## config.mk

```make
export PLATFORM = sky130hd
export DESIGN_NAME = gray_to_binary_pipe
export DESIGN_NICKNAME = d
export VERILOG_FILES = /design/src/rtl/gray_to_binary_pipe.sv
export SDC_FILE = /design/constraint.sdc
export NUM_CORES = 1
export LEC_CHECK = 0
export ABC_AREA = 1
export CORE_AREA = 2 2 60 51
export CTS_BUF_LIST = sky130_fd_sc_hd__clkbuf_16
export DETAILED_ROUTE_END_ITERATION = 10
export DIE_AREA = 0 0 62 53
export GPL_ROUTABILITY_DRIVEN = 0
export PLACE_DENSITY = 0.7
export REMOVE_ABC_BUFFERS = 1
export SETUP_SLACK_MARGIN = 0.05
export SYNTH_ARGS = -nofsm -noshare
export SYNTH_HDL_FRONTEND = slang
export SYNTH_SLANG_ARGS = --single-unit
```

## constraint.sdc

```tcl
create_clock -name i_clk -period 1.5 [get_ports i_clk]
set_input_delay 0.3 -clock i_clk [delete_from_list [all_inputs] [get_ports i_clk]]
set_output_delay 0.3 -clock i_clk [all_outputs]
set_load 0.1 [all_outputs]
```

## src/rtl/gray_to_binary_pipe.sv

```systemverilog
// Pipelined Gray-to-binary decoder with valid/ready handshakes on both sides.
// The prefix-XOR chain is split across STAGES register stages (MSB group
// first). At accept time each word is compared against the previously
// accepted Gray word; a jump of 2 or more bits raises a step-error flag that
// rides along with the word, and delivered flagged words are counted in a
// saturating 8-bit counter.
module gray_to_binary_pipe #(
    parameter int WIDTH  = 4,
    parameter int STAGES = 2
) (
    input  logic             i_clk,
    input  logic             i_rst_n,
    input  logic             i_valid,
    output logic             o_ready,
    input  logic [WIDTH-1:0] i_gray,
    output logic             o_valid,
    input  logic             i_ready,
    output logic [WIDTH-1:0] o_binary,
    output logic             o_step_err,
    output logic [7:0]       o_err_count
);

    // Resolve the bits of group s: every bit below the MSB becomes the XOR of
    // its already-decoded upper neighbour and its own Gray bit. Bits above the
    // group are already binary, bits below are still Gray.
    function automatic logic [WIDTH-1:0] decode_group(input logic [WIDTH-1:0] w, input int s);
        logic [WIDTH-1:0] r;
        int lo;
        int hi;
        r  = w;
        lo = WIDTH - ((s + 1) * WIDTH) / STAGES;
        hi = WIDTH - 1 - (s * WIDTH) / STAGES;
        for (int k = WIDTH - 2; k >= 0; k--) begin
            if (k >= lo && k <= hi) begin
                r[k] = r[k + 1] ^ r[k];
            end
        end
        return r;
    endfunction

    // True when x has two or more bits set (clearing the lowest set bit
    // leaves something behind).
    function automatic logic multi_bit(input logic [WIDTH-1:0] x);
        return (x & (x - WIDTH'(1))) != '0;
    endfunction

    // Saturating increment: sticks at 255 instead of wrapping.
    function automatic logic [7:0] sat_inc(input logic [7:0] c);
        return (c == 8'hFF) ? c : c + 8'd1;
    endfunction

    logic [STAGES-1:0] vld_p;
    logic [STAGES-1:0] err_p;
    logic [WIDTH-1:0]  word_p [STAGES];

    logic [STAGES-1:0] load;
    logic [STAGES-1:0] move;
    logic [STAGES-1:0] vld_in;
    logic [STAGES-1:0] err_in;
    logic [WIDTH-1:0]  word_in [STAGES];

    logic [WIDTH-1:0]  prev_gray;
    logic              prev_full;
    logic              accept;
    logic              step_err;
    logic [7:0]        err_count;

    assign accept   = i_valid && o_ready;
    assign step_err = prev_full && multi_bit(i_gray ^ prev_gray);

    // Stage inputs: stage 0 takes the live Gray word, later stages take the
    // previous stage register and decode their own bit group.
    for (genvar s = 0; s < STAGES; s++) begin : g_stage_in
        if (s == 0) begin : g_first
            assign vld_in[s]  = i_valid;
            assign err_in[s]  = step_err;
            assign word_in[s] = decode_group(i_gray, s);
        end else begin : g_rest
            assign vld_in[s]  = vld_p[s-1];
            assign err_in[s]  = err_p[s-1];
            assign word_in[s] = decode_group(word_p[s-1], s);
        end
    end

    // Advance chain, walked from the output back: a stage moves when it holds
    // a word and its successor loads; it loads when empty or moving, so
    // bubbles never block upstream stages.
    always_comb begin
        logic down_ok;
        load    = '0;
        move    = '0;
        down_ok = i_ready;
        for (int s = STAGES - 1; s >= 0; s--) begin
            move[s] = vld_p[s] && down_ok;
            load[s] = !vld_p[s] || move[s];
            down_ok = load[s];
        end
    end

    // Pipeline registers: each stage captures its input whenever it loads.
    always_ff @(posedge i_clk or negedge i_rst_n) begin
        if (!i_rst_n) begin
            vld_p <= '0;
            err_p <= '0;
            for (int s = 0; s < STAGES; s++) begin
                word_p[s] <= '0;
            end
        end else begin
            for (int s = 0; s < STAGES; s++) begin
                if (load[s]) begin
                    vld_p[s] <= vld_in[s];
                    if (vld_in[s]) begin
                        word_p[s] <= word_in[s];
                        err_p[s]  <= err_in[s];
                    end
                end
            end
        end
    end

    // Last accepted Gray word, the reference for the step check.
    always_ff @(posedge i_clk or negedge i_rst_n) begin
        if (!i_rst_n) begin
            prev_gray <= '0;
            prev_full <= 1'b0;
        end else if (accept) begin
            prev_gray <= i_gray;
            prev_full <= 1'b1;
        end
    end

    // Count delivered words that carry the step-error flag.
    always_ff @(posedge i_clk or negedge i_rst_n) begin
        if (!i_rst_n) begin
            err_count <= '0;
        end else if (o_valid && i_ready && o_step_err) begin
            err_count <= sat_inc(err_count);
        end
    end

    assign o_ready     = load[0];
    assign o_valid     = vld_p[STAGES-1];
    assign o_binary    = word_p[STAGES-1];
    assign o_step_err  = err_p[STAGES-1];
    assign o_err_count = err_count;

endmodule

```

[Word level (Yosys, flattened, before mapping)]
Index checks and enable logic that the tools add are counted.
Cells by class
  add/sub/neg operators: 2
  equal/unequal tests: 1
  bitwise gates (word level): 6
  reductions and logical operators: 13
Operators by type and width (number)
  8-bit by 1-bit adder with 8-bit output (second input constant): 1
  8-bit == test (second input constant): 1
  2-bit AND reduction: 3
  1-bit logical AND: 5
  4-bit AND: 1
  4-bit nonzero test: 1
  4-bit by 1-bit subtractor with 4-bit output (second input constant): 1
  4-bit XOR: 1
  1-bit XOR: 3
  1-bit zero test: 2
  1-bit logical OR: 2
  1-bit inverter: 1
Storage, ports and cells
  register bits: 25
  bits of input ports: 8
  output and inout port bits: 15
  word-level logic and storage cells: 31

[Logic depth before layout (Yosys ltp)]
  word-level depth: 5
  depth in mapped cells: 9
  gate-level depth less buffers: 9

[Worst setup path after synthesis]
Ideal clock, no wire load.
  path kind: register -> register
  start point: reg vld_p[1]
  end point: reg vld_p[0]
  setup time: 0.163 ns
  arrival time: 2.630 ns
  data required time: 1.337 ns
  slack: -1.293 ns
  cell stages (with the launch flop): 5
  buffers on the path: 1
  period minus slack after synthesis: 2.793 ns
  cell sequence: dfrtp_1 nand3_1 nand2_1 buf_2 nand2_1
Between the ends
  longest elaborated chain between the ends: 4
  elaborated cells between the ends (all ways): 5
  classes of those cells: 5 x reduce/logical
Ends and longest elaborated chain
  start: declaration: RTL line 52  | logic [STAGES-1:0] vld_p;
  start signal: indexed assignment: RTL line 111  | vld_p[s] <= vld_in[s];
  1-bit zero test or 1-bit logical AND (tied branches): RTL line 95, 94
  1-bit logical OR (*): RTL line 95  | load[s] = !vld_p[s] || move[s];
  1-bit logical AND (*): RTL line 94  | move[s] = vld_p[s] && down_ok;
  1-bit logical OR (*): RTL line 95
  via o_ready: RTL line 14  | output logic o_ready,
The timed path passes the listed nets; every way through them passes the cells marked *.
A chain may end at the register's enable or synchronous reset.

[Worst setup path after layout]
  start point: reg err_count[0] (netlist: o_err_count[0])
  end point: reg err_count[2] (netlist: o_err_count[2])
Between the ends
  longest elaborated chain between the ends: 3
  elaborated cells between the ends (all ways): 4
  classes of those cells: 1 x add/sub; 1 x eq/ne; 1 x bitwise; 1 x reduce/logical
Ends and longest elaborated chain
  start: declaration: RTL line 66  | logic [7:0] err_count;
  start signal: assignment: RTL line 137  | err_count <= sat_inc(err_count);
  parallel branches: the longest is 3 deep, another holds 8-bit by 1-bit adder with 8-bit output
Several ways; the timed one is not identified.

==> out/results.txt <==
R2r setup slk - 100 ps
Post-Synthesis Cells - 144
Max-cap violations - 0
Cell chain of the critical path - ha_2 -> nand3_2 -> nor2_4 -> nand3_2 -> nand2_4 -> buf_12 -> buf_4 -> o21ai_2
Initial core utilization - 42.0%
Antenna cells - 0
Crit path to - o_err_count[2]
Period utilization - 93.4%
Area share of the largest cell type after synthesis - 49.3%
PD cells - 1790 nW/um^2
Total GRT Usage - 16.1%
Global-route wire length before repair - 3.84 mm
Post-synthesis sequential area ratio - 49.3%
Root Driver - clkbuf_16
Maximum level of the CTS H-tree - 1
Most numerous cell on the critical path - nand3_2
Initial antenna violation count - 0
Peak supply drop - 0.751 mV
Vias - 1000
Remaining antenna violation count - 0
Commonest non-fill, non-tap cell in the layout - nand2_1
Chip width - 62 um
Tmin final - 1400 ps
Final Hold Vio Count - 0
Critical Path Sink Type - flop
Reg clk slew, reported paths - 60 ps
Crit path arrival time - 1540 ps
Clock Path Buffers - 2
Static Leak - 0.885 nW
Final setup vio count - 0
IO Pins - 23
Layout Nets - 190
Worst R2R End - o_err_count[2]
CP Class - flop to flop
Placed Cells - 211
Share of cells above drive strength 1 - 22.8%
Vias in the first global route - 914
Pre-Repair DR Iteration Count - 4
Commonest cells after routing, fill and taps aside - 74 x nand2_1, 22 x dfrtp_1, 16 x buf_12
Worst path slowest cell - dfrtp_1
Syn_area_per_cell - 7.75 sq um
Clk Latency, worst-skew pair - 250 ps
Ys Warns - 0
Routed wire length - 2.46 mm
Crit path max fanout - 7
Flops & latches, synth - 22
CTS Buf Count - 3
Relative slew slack - 76.2%
Min-Delay Path Class - input pin to async pin
Peak Freq - 0.714 GHz
R2R Path Start - o_err_count[0]
Layout area overhead - 54.5%
Die Area - 3290 sq um
Area of the core - 2660 sq um
R2R cell count - 8
Post-Place Setup Slack - -108 ps
Crit path launch type - flop
End-of-flow core utilization - 64.8%
DP Wirelength - 1.69 mm
RSZ-0062 raised after global routing - yes
Largest net degree at the start of global routing - 23
Syn Std Cell Area - 1120 sq um
Post-route setup TNS - 0 ps
Clock sink count - 22
CP peak stage delay - 350 ps
Setup slack after layout - 99.0 ps
Cell accounting for the most synthesized area - dfrtp_1
Worst-Margin Slew - 356 ps
CTS Hold Buffers Added - 0
Yosys cell types - 17
Max-slew violation count - 0
IO buf count - 22
Total power draw - 3.09 mW
Critical Path Source - o_err_count[0]
# DRC - 0
Final Non-Filler Cells - 218
DR WL/cell - 11.3 um
Top cells by area in the synthesized netlist - dfrtp_1 49%, nand2_1 25%, inv_1 5.0%
Outcome - completed
Grt ovf - 0
Die Height - 53 um
Vias per inst - 4.59
Number of DRC markers in iteration 0 - 23
Rows - 17
CP required - 1640 ps
CTS tree - done
Clock skew - 1.45 ps
==> per-layer routing <==
| layer | part of all wire (%) | vias up | track usage, % |
|---|---|---|---|
| met4 | 1.3 | 0 | 6.38 |
| met1 | 46 | 475 | 21.0 |
| met3 | 2.3 | 4 | 2.20 |
| met2 | 51 | 14 | 26.6 |
| li1 | - | 507 | - |
| met5 | 0 | - | 0 |
==> repair_timing <==
item / 4_1_cts / 5_1_grt
resized for setup: 2 / 5
pin swaps: 0 / 1
buffers inserted: 0 / 3
endpoints found under the setup margin: 6 / 7
==> sequential cells by signal, indices dropped and copies added (netlist names) <==
register,cells
err_p,2
o_binary,4
o_err_count,8
prev_full,1
prev_gray,1
vld_p,2
word_in,2
word_p,2
==> worst max-delay path, delay by kind of cell (launching register included) <==
kind	cells	cell delay, ps
AND/OR/NAND/NOR	4	490
flip-flops	1	350
adder cells (fa/ha/maj)	1	200
buffers and inverters	2	200
AO/OA/AOI/OAI	1	40
==> synthesized netlist by cell type <==
library cell  number
nand2_1           74
dfrtp_1           22
inv_1             15
xnor2_1            6
o21ai_0            5
nand3_1            4
nor2_1             3
xor2_1             3
nand2_2            2
nand3_2            2
o21ai_2            2
buf_2              1
buf_6              1
ha_1               1
nand4_1            1
nor2_2             1
o21ai_1            1
==> cell type report <==
cell class                 instances  area [sq um]
clock buffer                       3          75.1
multi-input combinational        105           518
sequential                        22           551
tap                               38          47.5
timing repair buffer              34           473
inverter                          15          56.3
clock inverter                     1          3.75
fill                             213           935
==> cells by family (layout without fill, tap and decap cells) <==
| group | after synthesis | in the layout | share of synthesized area [%] |
|---|---|---|---|
| xor gates and xnor gates | 9 | 9 | 7.06 |
| adders and majority gates | 1 | 1 | 1.12 |
| and+or+nand+nor | 87 | 87 | 31.7 |
| DFF | 22 | 22 | 49.3 |
| buffers and inverters | 17 | 53 | 6.50 |
| AOI/OAI and AO/OA | 8 | 8 | 4.26 |
==> stage by stage <==
step / hold WS, ps / area [sq um]
CTS: 401 / 1670
global placement: 440 / 1590
floorplan: 4.41 / 1100
global route: 442 / 1720
finish: 392 / 1720
detailed placement: 438 / 1590
==> worst min path at each step <==
stage               from             end  slack [ps]  cells after the start
2_1_floorplan    i_rst_n        err_p[0]           4                      0
3_3_place_gp   prev_full       prev_full         440                      2
3_5_place_dp   prev_full       prev_full         440                      2
4_1_cts          i_rst_n  o_err_count[7]         400                      2
5_1_grt          i_rst_n  o_err_count[1]         440                      2
6_report         i_rst_n  o_err_count[1]         390                      2
==> report_power, final <==
part | internal [mW] | switching [mW]
Sequential | 0.722 | 0.127
Clock | 0.355 | 0.202
Combinational | 0.611 | 1.07
Total | 1.69 | 1.40
No activity file was read; power rests on OpenSTA's default activity.
